[src/rtl/dma_rd_engine_if.sv]
// Host-side DMA read channel bundle: peripheral-facing FIFO port plus memory request/response.
// The slave modport is the read engine; the master modport is the DMAC/memory side.
interface dma_rd_engine_if #(
    parameter int unsigned DATA_WIDTH = 32,
    parameter int unsigned ADDR_WIDTH = 32,
    parameter int unsigned SIZE_WIDTH = 16
);
    logic                  rd_go;
    logic [ADDR_WIDTH-1:0] rd_addr;
    logic [SIZE_WIDTH-1:0] rd_size;
    logic [DATA_WIDTH-1:0] rd_data;
    logic                  empty;
    logic                  rd_en;
    logic                  rd_done;
    logic                  mem_req_valid;
    logic                  mem_req_ready;
    logic [ADDR_WIDTH-1:0] mem_req_addr;
    logic                  mem_rsp_valid;
    logic [DATA_WIDTH-1:0] mem_rsp_data;
    logic                  err;

    modport master (
        output rd_go, rd_addr, rd_size, rd_en, mem_req_ready, mem_rsp_valid, mem_rsp_data,
        input  rd_data, empty, rd_done, mem_req_valid, mem_req_addr, err
    );

    modport slave (
        input  rd_go, rd_addr, rd_size, rd_en, mem_req_ready, mem_rsp_valid, mem_rsp_data,
        output rd_data, empty, rd_done, mem_req_valid, mem_req_addr, err
    );
endinterface

[src/rtl/dma_rd_engine.sv]
// DMA read engine: splits a transfer into single-word memory reads under a FIFO credit limit
// and presents in-order responses through a show-ahead FIFO with a sticky done flag.
module dma_rd_engine #(
    parameter int unsigned DATA_WIDTH = 32,
    parameter int unsigned ADDR_WIDTH = 32,
    parameter int unsigned SIZE_WIDTH = 16,
    parameter int unsigned FIFO_DEPTH = 16
) (
    input logic            clk,
    input logic            rst,
    dma_rd_engine_if.slave bus
);
    localparam int unsigned PtrW = $clog2(FIFO_DEPTH);
    localparam int unsigned CntW = PtrW + 1;
    localparam logic [ADDR_WIDTH-1:0] AddrStep = ADDR_WIDTH'(DATA_WIDTH / 8);
    localparam logic [CntW:0] DepthW = (CntW + 1)'(FIFO_DEPTH);

    typedef enum logic [1:0] {StIdle, StIssue, StDrain, StDone} state_e;

    state_e                state_q, state_d;
    logic [ADDR_WIDTH-1:0] addr_q, addr_d;
    logic                  valid_q, valid_d;
    logic [SIZE_WIDTH-1:0] size_q, size_d;
    logic [SIZE_WIDTH-1:0] req_cnt_q, req_cnt_d;
    logic [CntW-1:0]       outst_q, outst_d;
    logic [CntW-1:0]       count_q, count_d;
    logic [PtrW-1:0]       wr_ptr_q, wr_ptr_d;
    logic [PtrW-1:0]       rd_ptr_q, rd_ptr_d;
    logic                  done_q, done_d;
    logic                  err_q, err_d;
    logic [DATA_WIDTH-1:0] mem_q [FIFO_DEPTH];

    logic            req_hs;
    logic            rsp_push;
    logic            rsp_stray;
    logic            pop;
    logic            credit;
    logic [CntW:0]   inflight_d;

    always_comb begin
        req_hs    = valid_q & bus.mem_req_ready;
        rsp_push  = bus.mem_rsp_valid & (outst_q != '0);
        rsp_stray = bus.mem_rsp_valid & (outst_q == '0);
        pop       = bus.rd_en & (count_q != '0);

        outst_d  = outst_q + CntW'(req_hs) - CntW'(rsp_push);
        count_d  = count_q + CntW'(rsp_push) - CntW'(pop);
        wr_ptr_d = rsp_push ? wr_ptr_q + 1'b1 : wr_ptr_q;
        rd_ptr_d = pop ? rd_ptr_q + 1'b1 : rd_ptr_q;

        // A raised valid reserves a FIFO slot, so only raise it while a slot is free.
        inflight_d = {1'b0, outst_d} + {1'b0, count_d};
        credit     = inflight_d < DepthW;
    end

    always_comb begin
        state_d   = state_q;
        addr_d    = addr_q;
        valid_d   = valid_q;
        size_d    = size_q;
        req_cnt_d = req_cnt_q;
        done_d    = done_q;
        err_d     = err_q | rsp_stray;

        case (state_q)
            StIdle, StDone: begin
                if (state_q == StDone) begin
                    done_d = 1'b1;
                end
                if (bus.rd_go) begin
                    addr_d    = bus.rd_addr;
                    size_d    = bus.rd_size;
                    req_cnt_d = '0;
                    done_d    = 1'b0;
                    if (bus.rd_size == '0) begin
                        state_d = StDone;
                    end else begin
                        state_d = StIssue;
                        valid_d = credit;
                    end
                end
            end
            StIssue: begin
                if (req_hs) begin
                    addr_d    = addr_q + AddrStep;
                    req_cnt_d = req_cnt_q + 1'b1;
                end
                if (req_hs && (req_cnt_d == size_q)) begin
                    valid_d = 1'b0;
                    state_d = StDrain;
                end else begin
                    valid_d = (valid_q & ~req_hs) | credit;
                end
            end
            StDrain: begin
                // Look at next-state counts so done rises the cycle after the final pop.
                if ((outst_d == '0) && (count_d == '0)) begin
                    state_d = StDone;
                    done_d  = 1'b1;
                end
            end
            default: begin
                state_d = StIdle;
            end
        endcase
    end

    always_ff @(posedge clk) begin
        if (rst) begin
            state_q   <= StIdle;
            addr_q    <= '0;
            valid_q   <= 1'b0;
            size_q    <= '0;
            req_cnt_q <= '0;
            outst_q   <= '0;
            count_q   <= '0;
            wr_ptr_q  <= '0;
            rd_ptr_q  <= '0;
            done_q    <= 1'b0;
            err_q     <= 1'b0;
        end else begin
            state_q   <= state_d;
            addr_q    <= addr_d;
            valid_q   <= valid_d;
            size_q    <= size_d;
            req_cnt_q <= req_cnt_d;
            outst_q   <= outst_d;
            count_q   <= count_d;
            wr_ptr_q  <= wr_ptr_d;
            rd_ptr_q  <= rd_ptr_d;
            done_q    <= done_d;
            err_q     <= err_d;
        end
    end

    always_ff @(posedge clk) begin
        if (rsp_push) begin
            mem_q[wr_ptr_q] <= bus.mem_rsp_data;
        end
    end

    assign bus.mem_req_valid = valid_q;
    assign bus.mem_req_addr  = addr_q;
    assign bus.rd_done       = done_q;
    assign bus.err           = err_q;
    assign bus.empty         = (count_q == '0);
    // Storage is not reset, so mask the head word while empty.
    assign bus.rd_data       = (count_q == '0) ? '0 : mem_q[rd_ptr_q];
endmodule

[src/flat_wrapper.sv]
// flat-port wrapper written by rule: the top's interface ports become plain ports
module dma_rd_engine_flat 
#(
    parameter int unsigned DATA_WIDTH = 32,
    parameter int unsigned ADDR_WIDTH = 32,
    parameter int unsigned SIZE_WIDTH = 16,
    parameter int unsigned FIFO_DEPTH = 16
)
  (clk, rst, bus_rd_go, bus_rd_addr, bus_rd_size, bus_rd_en, bus_mem_req_ready, bus_mem_rsp_valid, bus_mem_rsp_data, bus_rd_data, bus_empty, bus_rd_done, bus_mem_req_valid, bus_mem_req_addr, bus_err);
  dma_rd_engine_if #(.DATA_WIDTH(DATA_WIDTH), .ADDR_WIDTH(ADDR_WIDTH), .SIZE_WIDTH(SIZE_WIDTH)) bus_i ();
  input logic clk;
  input logic rst;
  input wire logic [$bits(bus_i.rd_go)-1:0] bus_rd_go;
  input wire logic [$bits(bus_i.rd_addr)-1:0] bus_rd_addr;
  input wire logic [$bits(bus_i.rd_size)-1:0] bus_rd_size;
  input wire logic [$bits(bus_i.rd_en)-1:0] bus_rd_en;
  input wire logic [$bits(bus_i.mem_req_ready)-1:0] bus_mem_req_ready;
  input wire logic [$bits(bus_i.mem_rsp_valid)-1:0] bus_mem_rsp_valid;
  input wire logic [$bits(bus_i.mem_rsp_data)-1:0] bus_mem_rsp_data;
  output wire logic [$bits(bus_i.rd_data)-1:0] bus_rd_data;
  output wire logic [$bits(bus_i.empty)-1:0] bus_empty;
  output wire logic [$bits(bus_i.rd_done)-1:0] bus_rd_done;
  output wire logic [$bits(bus_i.mem_req_valid)-1:0] bus_mem_req_valid;
  output wire logic [$bits(bus_i.mem_req_addr)-1:0] bus_mem_req_addr;
  output wire logic [$bits(bus_i.err)-1:0] bus_err;
  assign bus_i.rd_go = bus_rd_go;
  assign bus_i.rd_addr = bus_rd_addr;
  assign bus_i.rd_size = bus_rd_size;
  assign bus_i.rd_en = bus_rd_en;
  assign bus_i.mem_req_ready = bus_mem_req_ready;
  assign bus_i.mem_rsp_valid = bus_mem_rsp_valid;
  assign bus_i.mem_rsp_data = bus_mem_rsp_data;
  assign bus_rd_data = bus_i.rd_data;
  assign bus_empty = bus_i.empty;
  assign bus_rd_done = bus_i.rd_done;
  assign bus_mem_req_valid = bus_i.mem_req_valid;
  assign bus_mem_req_addr = bus_i.mem_req_addr;
  assign bus_err = bus_i.err;
  dma_rd_engine #(.DATA_WIDTH(DATA_WIDTH), .ADDR_WIDTH(ADDR_WIDTH), .SIZE_WIDTH(SIZE_WIDTH), .FIFO_DEPTH(FIFO_DEPTH)) u_core (.clk(clk), .rst(rst), .bus(bus_i));
endmodule
[config.mk]
export PLATFORM = sky130hd
export DESIGN_NAME = dma_rd_engine_flat
export DESIGN_NICKNAME = d
export VERILOG_FILES = /design/src/rtl/dma_rd_engine_if.sv /design/src/rtl/dma_rd_engine.sv /design/src/flat_wrapper.sv
export SDC_FILE = /design/constraint.sdc
export NUM_CORES = 1
export LEC_CHECK = 0
export BUFFER_PORTS_ARGS = -buffer_cell sky130_fd_sc_hd__buf_2
export CAP_MARGIN = 10
export CORE_MARGIN = 5
export CORE_UTILIZATION = 39
export DETAILED_ROUTE_END_ITERATION = 12
export GPL_ROUTABILITY_DRIVEN = 0
export MAX_ROUTING_LAYER = met4
export PLACE_DENSITY = 0.63
export SLEW_MARGIN = 40
export SYNTH_ARGS = -nofsm -noshare
export SYNTH_HDL_FRONTEND = slang
export SYNTH_SLANG_ARGS = --single-unit
[constraint.sdc]
create_clock -name clk -period 11.3 [get_ports clk]
set_clock_uncertainty 0.1 [all_clocks]
set_input_delay 3.39 -clock clk [delete_from_list [all_inputs] [get_ports clk]]
set_output_delay 3.39 -clock clk [all_outputs]
set_load 0.02 [all_outputs]
==> results of run 1 <==
sequential cells by signal (all words and copies together), names as in the netlist, named ones only:
signal	count
u_core.size_q	16
u_core.bus.rd_done	1
u_core.mem_q	512
u_core.rd_ptr_q	4
u_core.bus.mem_req_valid	1
u_core.req_cnt_q	16
u_core.state_q	2
u_core.bus.mem_req_addr	32
u_core.count_q	5
u_core.bus.err	1
u_core.outst_q	5
u_core.wr_ptr_q	4
logic make-up (layout without fill, tap and decap cells):
kind of cell	after synthesis	after routing	synth area share, %
adders and majority gates	28	28	1.47
other	0	7	0
xor gates and xnor gates	27	27	0.951
AOI/OAI and AO/OA	199	199	4.91
DFF	603	603	69.2
buffers and inverters	117	341	1.81
and+or+nand+nor	347	347	7.09
muxes	163	163	14.6
layout by cell type (no fill, tap or decap), types with 6 or more instances in the layout:
cell,instances
xor2_1,11
buf_4,27
o22ai_1,9
nand3_1,26
nor3_2,6
edfxtp_1,512
clkinv_1,14
a21oi_1,76
clkbuf_1,13
and3_1,11
xnor2_1,16
o21ai_0,43
nand4_1,23
or3_1,10
clkbuf_16,68
nand2b_1,8
buf_2,153
nor3_1,12
nor4_1,15
nor2_1,78
diode_2,7
a22oi_1,9
nand2_1,78
clkinv_2,10
nor2b_1,43
ha_1,25
nor2_4,12
mux4_2,160
dfxtp_1,87
inv_1,32
a211oi_1,19
per-stage QoR:
| step | hold WS [ps] | area [um2] | utilization (%) |
|---|---|---|---|
| after CTS | 373 | 29000 | 45.9 |
| after global routing | 400 | 29000 | 46.0 |
| after global placement | 353 | 26700 | 42.4 |
| after floorplan | 348 | 24900 | - |
| final | 368 | 29000 | 46.0 |
| after detailed placement | 361 | 26800 | 42.5 |
how the worst min path moves through the flow:
| stage | depth (start not counted) | end | slack [ps] |
|---|---|---|---|
| floorplan | 2 | u_core.size_q[0] | 350 |
| global placement | 2 | u_core.bus.err | 350 |
| detailed placement | 2 | u_core.bus.err | 360 |
| CTS | 2 | u_core.bus.mem_req_addr[0] | 370 |
| global route | 2 | u_core.size_q[1] | 400 |
| finish | 2 | u_core.bus.err | 370 |
where the power goes:
| part | internal [mW] | switching, mW | leakage (nW) | total [mW] |
|---|---|---|---|---|
| registers | 2.59 | 0.133 | 5.37 | 2.72 |
| logic | 0.830 | 1.12 | 2.98 | 1.95 |
| clock network | 1.24 | 0.879 | 1.06 | 2.11 |
| total | 4.65 | 2.13 | 9.40 | 6.78 |
per-layer routing:
metal  global-route usage, %  part of all wire [%]
met1                    21.8                    42
met2                    27.0                    50
met3                    3.30                   5.4
met4                    4.59                   2.7
met5                       -                     0
tightest hold or removal path, cell delays in order (launching register included):
cell	delay, ps
dfxtp_1	330
a21oi_1	40
nor2_1	70
final cells by class:
cell class	count	share of cell area, %
multi-input combinational	764	25.3
clock buffer	85	6.22
antenna	7	0.0604
timing repair buffer	188	3.79
inverter	33	0.427
tap	846	3.65
clock inverter	35	1.23
sequential	603	59.3
==> flow_results.org, run 1 <==
** Place
- Detailed placement finished with a half-perimeter wire length of approximately 32 mm.
- Input and output buffers added on the ports amount to between 150 and 200.
- Before CTS, the worst setup slack after placement is 4350 ps.
- Placed insts :: around 2400

** Setup path
- In this design, the stage delay of the slowest critical-path cell is around 570 ps.
- Number of buffer and inverter stages on the critical path :: 4
- The worst setup path is launched from a flip-flop.
- Capture instance of the worst register-to-register path :: u_core.state_q[1]
- In this run the register-to-register setup slack is approximately 7000 ps.
- Reg-to-reg critical path startpoint :: u_core.count_q[2]
- Dominant delay contributor by cell family on the critical path :: buffers and inverters
- Data arrives at the worst endpoint at ~3600 ps.
- Data required time at the worst endpoint :: 7810 ps
- Critical Setup Path Class :: flip-flop to primary output
- STA classifies the critical path endpoint as a primary output.
- Among all stages on the critical path, the largest delay is contributed by dfxtp_4.
- Counting cells, the worst reg-to-reg path comes to 16.
- Worst Setup EP :: bus_rd_data[19]
- Along the worst path, the maximum fanout reaches 26.
- Cell depth of the worst setup path :: 7
- Cell Chain, Critical Path :: buf_12 > buf_4 > buf_12 > mux4_2 > mux4_2 > nor2b_1 > buf_2

** CTS
- Counting every sink on the clock net gives between 600 and 700.
- The number of clock buffers added by TritonCTS is 66.
- After clock tree synthesis, the repair step resized 0 gates.
- The number of hold buffers added after CTS was 0.
- The tree is rooted in a clkbuf_16.
- Post-CTS timing repair inserted 0 buffers for setup.
- In this run the deepest clock path goes through 3 buffers.
- Number of H-tree levels :: 3
- Clock network latency to the later pin of the worst-skew pair :: 590 ps
- Clock tree from TritonCTS :: yes
- CTS clk-pin slew, worst paths :: around 60 ps

** Floorplanning
- Die boundary height :: roughly 260 um
- The die is 263 um wide.
- For this configuration, the core starts out at a cell density of 39.4%.
- Die area :: between 60000 and 70000 um2
- In this run the count of I/O pins placed on the die edge is around 150.
- The total area inside the core boundary comes to around 63000 um2.
- Standard-cell rows :: 92

** Routing
- Detailed routing inserted a total of approximately 14000 vias.
- Initial detailed-routing violation count :: roughly 1200
- Routed length per instance :: approximately 22 um
- In the routed layout, each cell is associated on average with a via count of approximately 5.5.
- After detailed routing, the total wire length is approximately 57 mm.
- Once detail routing completed, the nets flagged for antenna violations numbered 0.
- For this run, the detailed router's first-pass iteration total came to 5.
- Residual DRC :: 0

** Synth
- Number of synthesized flops with an enable pin :: between 500 and 600
- Summed over its instances, the top area cell type makes up approximately three fifths of the synthesized netlist area.
- Counting flops with an async set or reset pin after synthesis yields a share of 0%.
- Part of the Yosys area used for sequential elements :: between 60% and 70%
- In the synthesized netlist the dominant register cell turns out to be edfxtp_1.
- After synthesis, the most frequently instantiated cells are edfxtp_1, mux4_2, dfxtp_1, nor2_1.
- The Yosys step of the flow raised 0 warnings.
- Avg Inst Size Synth :: between 15 and 20 um2
- In the post-synthesis netlist, the biggest area contributors are edfxtp_1, mux4_2, dfxtp_1.
- Leading cell type by number of instances after synthesis :: edfxtp_1
- Summed over all instances, the cell type with the most area after synthesis is edfxtp_1.
- Mapped Cells :: ~1500
- Synthesis inferred approximately 600 register bits.
- The synthesized netlist occupies a cell area of 24900 um2.
- Yosys mapped the design onto 62 distinct sky130hd cell types.
- Syn_nets :: roughly 1600

** Min path
- Launch instance of the worst min-delay path :: u_core.bus.err
- Class of the tightest hold or removal check :: flip-flop to flip-flop

** Power
- Across the VDD grid, the largest voltage drop is 0.147 mV.
- Power density normalized to cell area :: 234 nW/um2
- Post-route total power :: 6.78 mW
- Summed over all cells, the static leakage comes to ~9.4 nW.

** Final layout
- Number of inserted filler cells in the final layout :: 5481
- The finished layout holds between 2000 and 3000 standard cells, fillers aside.
- For this run, the post-layout net count is between 1500 and 2000.
- Registers take around 17000 um2.
- Relative to the synthesized area, the layout overhead comes to 16.7%.
- Fraction of final layout cells with drive strength greater than 1 :: 28.4%
- Summing all multi-input logic gate instances after layout gives roughly 7300 um2.

** STA
- The worst path uses a little over three fifths of the clock period.
- The routed design could run at a clock period as short as roughly 7000 ps.
- The final-report hold violation count was 0.
- Setup repair after global routing missed its margin :: no
- Adding up every negative setup slack in the final design gives 0 ps.
- Final setup vio count :: 0
- The count of final max-slew check failures was 0.
- Measured against its own limit, the worst slew margin works out to 47.1%.
- Pin slew with the least headroom to its limit :: approximately 800 ps
- Worst Setup Slack, final :: between 4000 and 5000 ps
- Fmax :: approximately 0.14 GHz

** Run status
- The run finished with clean final reports.

** Job
- Across the run, the number of max-cap violations was 0.

** GRT
- Entering global routing, the biggest net connects slightly above 90 pins.
- In the global route stage, overall resource usage came out at between 10% and 20%.
- For this run the aggregate overflow at the end of global routing stands at 0.
- Via count of the first global-routing pass :: 14000
- The number of antenna violations at the first check in global routing is 7.
- Wire length of the first global-routing pass :: between 80 and 90 mm
Note: power is estimated with default switching activity, not from simulation.
==> run 2: changes to the inputs <==
--- a/config.mk
+++ b/config.mk
@@ -12,7 +12,7 @@
 export DETAILED_ROUTE_END_ITERATION = 12
 export GPL_ROUTABILITY_DRIVEN = 0
 export MAX_ROUTING_LAYER = met4
-export PLACE_DENSITY = 0.63
+export PLACE_DENSITY = 0.65
 export SLEW_MARGIN = 40
 export SYNTH_ARGS = -nofsm -noshare
 export SYNTH_HDL_FRONTEND = slang
==> constraint.sdc (replaced) <==
create_clock -name clk -period 6.45 [get_ports clk]
set_clock_uncertainty 0.1 [all_clocks]
set_input_delay 1.935 -clock clk [delete_from_list [all_inputs] [get_ports clk]]
set_output_delay 1.935 -clock clk [all_outputs]
set_load 0.02 [all_outputs]
==> run 2 against run 1 <==
  * Total power rose by 74%
  * Cell area barely moved
  * Final cell count barely moved
  * First-iteration DRC count rose by 3.3%
  * Sequential share of layout area barely moved
  * Via count fell by 0.39%
  * Critical path depth fell by 2
  * Combinational power rose by 75%
  * Global-route usage rose by 0.081 points
  * Sequential power rose by 76%
  * Die area did not move
  * Clock power rose by 71%
==> flow_results.org, run 2 (synthesized netlist as in run 1, its figures left out) <==
** Setup path
- Endpoint class of the critical path :: primary output
- The critical path's largest stage delay was 600 ps (+30 ps).
- Number of buffer and inverter stages on the critical path :: 2 (-2)
- Dominant delay contributor by cell family on the critical path :: multiplexers
- Data required time at the worst endpoint :: 4410 ps (-3400 ps)
- Dominant cell type by count on the critical path :: mux4_2
- Critical path launch point type :: flip-flop
- Cell Chain, Critical Path :: buf_12 > mux4_2 > mux4_2 > nor2b_1 > buf_2
- Among all stages on the critical path, the largest delay is contributed by mux4_2.
- The worst setup path is of the flip-flop to primary output kind.
- The data arrival time of the worst path came to 3160 ps (-420 ps).
- Critical path fanouts, max :: 51 (+96%)

** GRT
- Overall Global Routing Usage :: 16.8% (+0.081 points)
- The via count of the first global-routing pass is 14300 (+1.8%).
- The total global routing overflow came to 0 (unchanged).
- Maximum number of pins on one net before global-route repair :: 57 (-38%)
- Initial antenna violation count :: 5 (-2)
- Wire length of the first global-routing pass :: 87.6 mm (+0.92%)

** CTS
- # Post-CTS Setup Buffers :: 0 (unchanged)
- The number of H-tree levels was 3 (unchanged).
- The count of hold-fix buffers inserted at cts was 0 (unchanged).
- TritonCTS built the clock tree.
- The number of buffers between clock root and the deepest sink is 3 (unchanged).
- CTS clk-pin slew, worst paths :: 50 ps (about the same)
- Clock buffers created by TritonCTS :: 66 (unchanged)
- The post-CTS resize count came to 0 (unchanged).
- In this run the clock root is driven by a clkbuf_16.
- The sink count of the clock tree is 603 (unchanged).
- The latest clock arrival within the worst-skew pair came to 590 ps (about the same).

** Floorplanning
- Starting utilization of the core area :: 39.4% (unchanged)
- Die Span X :: 263 um (unchanged)
- The core footprint was 63100 um2 (unchanged).
- The floorplan die area is 68900 um2 (unchanged).
- Count of pins on the block boundary :: 154 (unchanged)
- The overall die height is 263 um (unchanged).
- The site row count came to 92 (unchanged).

** Final layout
- The synthesis-to-finish area growth is 16.7% (about the same).
- Post-route cell area :: 29000 um2 (about the same)
- Most common cell after layout, fill and taps aside :: edfxtp_1
- Fraction of final layout cells with drive strength greater than 1 :: 28.3% (-0.12 points)
- Sequential cell area :: 17200 um2 (unchanged)
- The number of flip-flops under the largest register name was 512 (unchanged).
- Number of inserted filler cells in the final layout :: 5442 (-0.71%)
- Fin cells :: 2560 (-0.039%)
- Counting flops per register, the top entry is u_core.mem_q.
- Area used by multi-input combinational logic :: 7360 um2 (about the same)
- Final core occ :: 46.0% (about the same)
- In the layout the commonest cells are edfxtp_1, mux4_2, buf_2.
- The final net count came to 1775 (+0.28%).

** STA
- The number of endpoints failing setup at the final stage came to 0 (unchanged).
- Fmax :: around 0.19 GHz
- Worst-case headroom to the max-slew limit :: 41.9% (-5.2 points)
- The count of final max-slew check failures is 0 (unchanged).
- The worst hold slack after final layout was 367 ps (-1.01 ps).
- Setup repair after global routing left no endpoint under its margin.
- The final worst setup slack came to 1260 ps (-2970 ps).
- The total negative slack for setup checks is 0 ps (unchanged).
- The pin slew with the least headroom to its limit is 870 ps (+75.8 ps).
- Final period utilization :: 80.5%
- Min cycle time layout :: 5190 ps
- Final hold violations :: 0 (unchanged)

** Routing
- The met1 routed wirelength after detailed routing came to 24.0 mm (-0.17%).
- Detailed route wirelength on metal3 :: 3.33 mm (+8.3%)
- The sum of routed wire length over all layers is 57.0 mm (-0.41%).
- The total DRC errors in the routed layout is 0 (unchanged).
- The ratio of routed vias to standard cells was 5.45 (-0.35%).
- The routed via count came to 14000 (-0.39%).
- Routed wire length on met2 :: 28.4 mm (-0.54%)
- Routed length per instance :: 22.3 um (-0.37%)
- Highest metal used :: met4
- DRT antenna net count :: 0 (unchanged)
- Initial detailed-routing violation count :: 1213 (+3.3%)
- Total iterations of the first detailed-routing run :: 5 (unchanged)

** Place
- Input/output buffers :: 153 (unchanged)
- The number of cells in the design after placement is 2439 (+0.25%).
- The placed wire-length estimate after detailed placement is 33.9 mm (+6.3%).
- Place WS :: 1000 ps (-3350 ps)
- Cell Area, Placed :: 26900 um2 (+0.45%)

** Power
- The power per cell area is 407 nW/um2 (+74%).
- The total power came to 11.8 mW (+74%).
- The static leakage power is 9.38 nW (-0.22%).
- The peak supply drop was 0.322 mV (+120%).

** Min path
- Class of the tightest hold or removal check :: flip-flop to flip-flop

** Job
- Max Cap Violations :: 0 (unchanged)

** Run status
- Run status :: complete, no violations
-- run 2: path summary, 6_finish.rpt --
path                           from                 to  slack [ps]  depth (start not counted)
setup / recovery          flip-flop     bus_rd_data[2]        1260                          5
hold / removal       u_core.bus.err     u_core.bus.err         370                          2
setup reg to reg  u_core.count_q[2]  u_core.state_q[1]        1890                         16
hold reg to reg      u_core.bus.err     u_core.bus.err         370                          2
-- run 2: layout make-up --
| type | instances | area share (%) |
|---|---|---|
| multi-input cells | 764 | 25.3 |
| clock buffers | 84 | 6.07 |
| diodes | 6 | 0.0517 |
| well taps | 846 | 3.65 |
| repair buffers | 193 | 4.12 |
| clock inverters | 31 | 1.05 |
| flip-flops and latches | 603 | 59.3 |
| inverters | 33 | 0.427 |
-- run 2: worst reg2reg max path, stage by stage, from the launching register on --
cell,delay [ps]
dfxtp_1,310
inv_1,80
ha_1,150
nor4b_2,220
buf_4,540
nand2b_1,340
nand2b_1,210
o21ai_0,110
ha_1,230
fa_1,490
nor4_1,330
nand3_1,110
nor3_1,150
a41oi_1,230
a221oi_1,350
nand2_1,140
a2111oi_2,360
-- run 2: power by group --
part	internal [mW]	switching, mW	total (mW)
Sequential	4.53	0.243	4.78
Combinational	1.45	1.97	3.42
Clock	2.11	1.50	3.61
-- run 2: metal layers --
metal,up-vias,global-route usage [%]
li1,6271,-
met2,410,27.2
met1,7193,21.8
met4,0,4.07
met3,90,3.64
met5,-,-
==> run 3: changes to the inputs <==
--- a/config.mk
+++ b/config.mk
@@ -5,6 +5,7 @@
 export SDC_FILE = /design/constraint.sdc
 export NUM_CORES = 1
 export LEC_CHECK = 0
+export ABC_AREA = 1
 export BUFFER_PORTS_ARGS = -buffer_cell sky130_fd_sc_hd__buf_2
 export CAP_MARGIN = 10
 export CORE_MARGIN = 5
==> constraint.sdc (replaced) <==
create_clock -name clk -period 4.6 [get_ports clk]
set_clock_uncertainty 0.1 [all_clocks]
set_input_delay 1.38 -clock clk [delete_from_list [all_inputs] [get_ports clk]]
set_output_delay 1.38 -clock clk [all_outputs]
set_load 0.02 [all_outputs]
==> run 3 against run 2 <==
  * Register-to-register slack got worse by 690 ps
  * Total power is 40% higher
  * Sequential share of layout area fell by 0.97 points
  * Worst hold slack got worse by 16 ps
  * First-iteration DRC count is 46% higher
  * Synthesized cell count is 50% higher
  * Combinational power up 36%
  * Cell area increased by 1.7%
  * Area after synthesis grew 2.0%
  * Global-route usage is 2.1 points higher
  * Flip-flop and latch count unchanged
  * Critical path type unchanged
  * Critical endpoint is now bus_rd_data[22]
  * Largest cell class unchanged
==> flow_results.org, run 3 <==
** Run status
- The run finished with clean final reports.

** CTS
- Number of H-tree levels :: 3 (unchanged)
- CTS clk-pin slew, worst paths :: 60 ps (about the same)
- Clock tree synthesis selected as its root buffer the cell clkbuf_16.
- Clock buffers created by TritonCTS :: 66 (unchanged)
- Hold buffers post-CTS :: 0 (unchanged)
- Max Root-Sink Buffers :: 3 (unchanged)
- The total setup buffers inserted after CTS came to 0 (unchanged).
- TritonCTS built the clock tree.
- PostCTS Resize Cnt :: 0 (unchanged)
- The sink count of the clock tree is 603 (unchanged).
- Clock network latency to the later pin of the worst-skew pair :: 600 ps (about the same)

** Power
- The switching power of the nets was 5.69 mW (+53%).
- The static leakage power came to 10.0 nW (+7.0%).
- The share of total power consumed by net switching came to 34.5% (+3.0 points).
- Largest vdd supply drop :: 0.353 mV (+9.4%)
- The power per cell area is 559 nW/um2 (+37%).
- The portion of total power attributed to the clock network is 31.3% (+0.7 points).
- Combinational share of power :: 28.3% (-0.7 points)
- The proportion of power drawn by flip-flops and latches is 40.4% (about the same).
- Internal power contribution :: 10.8 mW (+33%)

** Routing
- Residual DRC :: 0 (unchanged)
- The number of routed nets with antenna violations is 0 (unchanged).
- Wire length after detailed routing :: 66.7 mm (+17%)
- Initial detailed-routing violation count :: 1767 (+46%)
- Routed length per instance :: 20.4 um (-8.3%)
- Count of vias placed by the detailed router :: 18100 (+30%)
- Total iterations of the first detailed-routing run :: 5 (unchanged)
- The ratio of routed vias to standard cells came to 5.54 (+1.6%).

** Place
- Input/output buffers :: 153 (unchanged)
- Place WS :: 503 ps (-497 ps)
- The placed wire-length estimate after detailed placement came to 37.0 mm (+9.4%).
- The number of cells in the design after placement was 3144 (+29%).

** Min path
- The min-delay analysis places its worst path in the category flip-flop to flip-flop.

** STA
- In the finished design, the share of the clock period the worst path needs comes to between 90% and 100%.
- Min cycle time layout :: roughly 4200 ps
- The total negative slack for setup checks was 0 ps (unchanged).
- Setup repair after global routing missed its margin :: no
- Static timing analysis puts the maximum clock frequency at roughly 0.24 GHz.
- Pin slew with the least headroom to its limit :: 803 ps (-66.3 ps)
- Final hold violations :: 0 (unchanged)
- Worst-case headroom to the max-slew limit :: 46.4% (+4.5 points)
- Worst hold margin :: 351 ps (-16.2 ps)
- Final setup vio count :: 0 (unchanged)
- The final worst setup slack was 379 ps (-880 ps).
- The count of final max-slew check failures was 0 (unchanged).

** Synth
- Cell types occupying the most area after synthesis :: edfxtp_1, dfxtp_1, o21ai_0
- Avg Inst Size Synth :: 11.4 um2 (-32%)
- The area of the mapped netlist was 25400 um2 (+2.0%).
- Top cell types by occurrence after synthesis :: edfxtp_1, nor2_1, o21ai_0, nand2_1, clkbuf_1
- Proportion of netlist area held by the largest area contributor :: 60.6% (-1.2 points)
- The fraction of registers with async set/reset was 0% (unchanged).
- In the synthesized netlist the dominant register cell turns out to be edfxtp_1.
- Number of synthesized flops with an enable pin :: 512 (unchanged)
- The number of cells produced by synthesis is 2225 (+50%).
- The net count after synthesis came to 2339 (+46%).
- The number of warnings printed during yosys synthesis is 0 (unchanged).
- Part of the Yosys area used for sequential elements :: 67.8% (-1.4 points)
- By instance count, the leading cell after synthesis is edfxtp_1.
- The number of distinct library cells after synthesis is 46 (-26%).
- The number of storage elements in the synthesis netlist was 603 (unchanged).
- Dominant cell type by area after synthesis :: edfxtp_1

** Setup path
- Worst Setup EP :: bus_rd_data[22]
- Critical path launch point type :: flip-flop
- The data arrival time of the worst path came to 2740 ps (-420 ps).
- In this run the critical register-to-register path is launched from u_core.outst_q[2].
- The worst setup slack for register-to-register paths is 1200 ps (-690 ps).
- Endpoint class of the critical path :: primary output
- The critical path required time was 3120 ps (-1290 ps).
- Critical Setup Path Class :: flip-flop to primary output
- The logic depth of the worst register-to-register path was 19 (+3).
- Capture instance of the worst register-to-register path :: u_core.bus.mem_req_valid
- Critical path fanouts, max :: 69 (+35%)

** GRT
- Wire length of the first global-routing pass :: 102 mm (+16%)
- The total global routing overflow is 0 (unchanged).
- Overall Global Routing Usage :: 18.9% (+2.1 points)
- Initial antenna violation count :: 9 (+4)
- The via count of the first global-routing pass came to 18000 (+26%).
- Maximum number of pins on one net before global-route repair :: 133 (+130%)

** Floorplanning
- Count of pins on the block boundary :: 154 (unchanged)
- The floorplan die area is 70300 um2 (+1.9%).
- Standard-cell rows :: 93 (+1.1%)
- The overall die height came to 265 um (+0.97%).
- Die Span X :: 265 um (+0.97%)
- The initial core utilization is 39.4% (-0.064 points).
- The core footprint was 64500 um2 (+2.2%).

** Job
- Max Cap Violations :: 0 (unchanged)

** Final layout
- Final core occ :: 45.8% (-0.23 points)
- The area of all sequential standard cells was 17200 um2 (about the same).
- Largest register FFs :: 512 (unchanged)
- The register with the most flip-flops in the final layout is u_core.mem_q.
- The final net count is 2471 (+39%).
- Fraction of final layout cells with drive strength greater than 1 :: 14.4% (-14 points)
- Area used by multi-input combinational logic :: 7370 um2 (+0.17%)
- Fin cells :: 3267 (+28%)
- Most common cell after layout, fill and taps aside :: edfxtp_1
- The number of filler cells placed in the layout was 5757 (+5.8%).
- The top cell types in the final layout, fill and taps aside, are edfxtp_1, nor2_1, o21ai_0.
- Area Overhead vs Synth :: 16.3%
==> run 3: cell count changes after synthesis, sizes merged, moves of 12 or more <==
cell    delta
mux4     -160
a21oi     +34
o22ai     +37
o211ai    +51
nand3     +66
o221ai    +83
nand2    +118
inv       +70
buf       -12
nor2     +286
o21ai    +266
clkbuf    +62
a211oi    -16
nor2b     -43
==> run 3: layer usage <==
layer  GRT usage (%)  up-vias  wire length, um
met5               -        -                0
met4            5.75        0             1860
met1            24.0     8870            27800
li1                -     8414                -
met3            3.96      143             4880
met2            30.7      674            32100
==> run 3: cell families (layout without fill, tap and decap cells) <==
group                      after synthesis  in the layout  synth area share (%)
other                                    0              7                     0
xor gates and xnor gates                24             24                 0.828
and+or+nand+nor                        713            713                  11.9
buffers and inverters                  239            419                  3.70
AOI/OAI and AO/OA                      618            618                  14.3
DFF                                    603            603                  67.8
adders and majority gates               28             28                  1.44
==> run 3: worst min-delay path by stage <==
stage                           start                 to  slack, ps  cells after the start
floorplan           u_core.size_q[14]  u_core.size_q[14]        340                      2
detailed placement     u_core.bus.err     u_core.bus.err        350                      2
CTS                    u_core.bus.err     u_core.bus.err        360                      2
global placement       u_core.bus.err     u_core.bus.err        350                      2
global route           u_core.bus.err     u_core.bus.err        380                      2
finish                 u_core.bus.err     u_core.bus.err        350                      2
==> run 3: cell type report <==
cell class	instances	share of cell area, %
timing repair buffer	199	4.53
inverter	104	1.34
clock inverter	36	1.32
multi-input combinational	1383	25.0
antenna	7	0.0594
tap	855	3.62
sequential	603	58.3
clock buffer	80	5.85
==> run 3: worst max-delay path: stages, from the launching register on <==
cell	delay, ps
dfxtp_4	370
inv_6	420
buf_12	340
o21ai_0	140
o221ai_1	210
nand3_1	100
a21oi_1	290
buf_2	240
==> run 3: stage by stage <==
| stage | total power, mW | area, um2 |
|---|---|---|
| final | 16.5 | 29500 |
| after detailed placement | 11.5 | 27400 |
| after CTS | 16.6 | 29500 |
| after floorplan | 9.81 | 25400 |
| after global routing | 17.4 | 29500 |
| after global placement | 11.3 | 27400 |
==> run 3: power by group through the flow <==
stage | clock network, mW | registers (mW) | logic, mW
detailed placement | 0 | 6.77 | 4.69
global placement | 0 | 6.75 | 4.56
finish | 5.17 | 6.66 | 4.66
global route | 5.50 | 6.70 | 5.17
floorplan | 0 | 6.83 | 2.98
CTS | 5.26 | 6.66 | 4.71
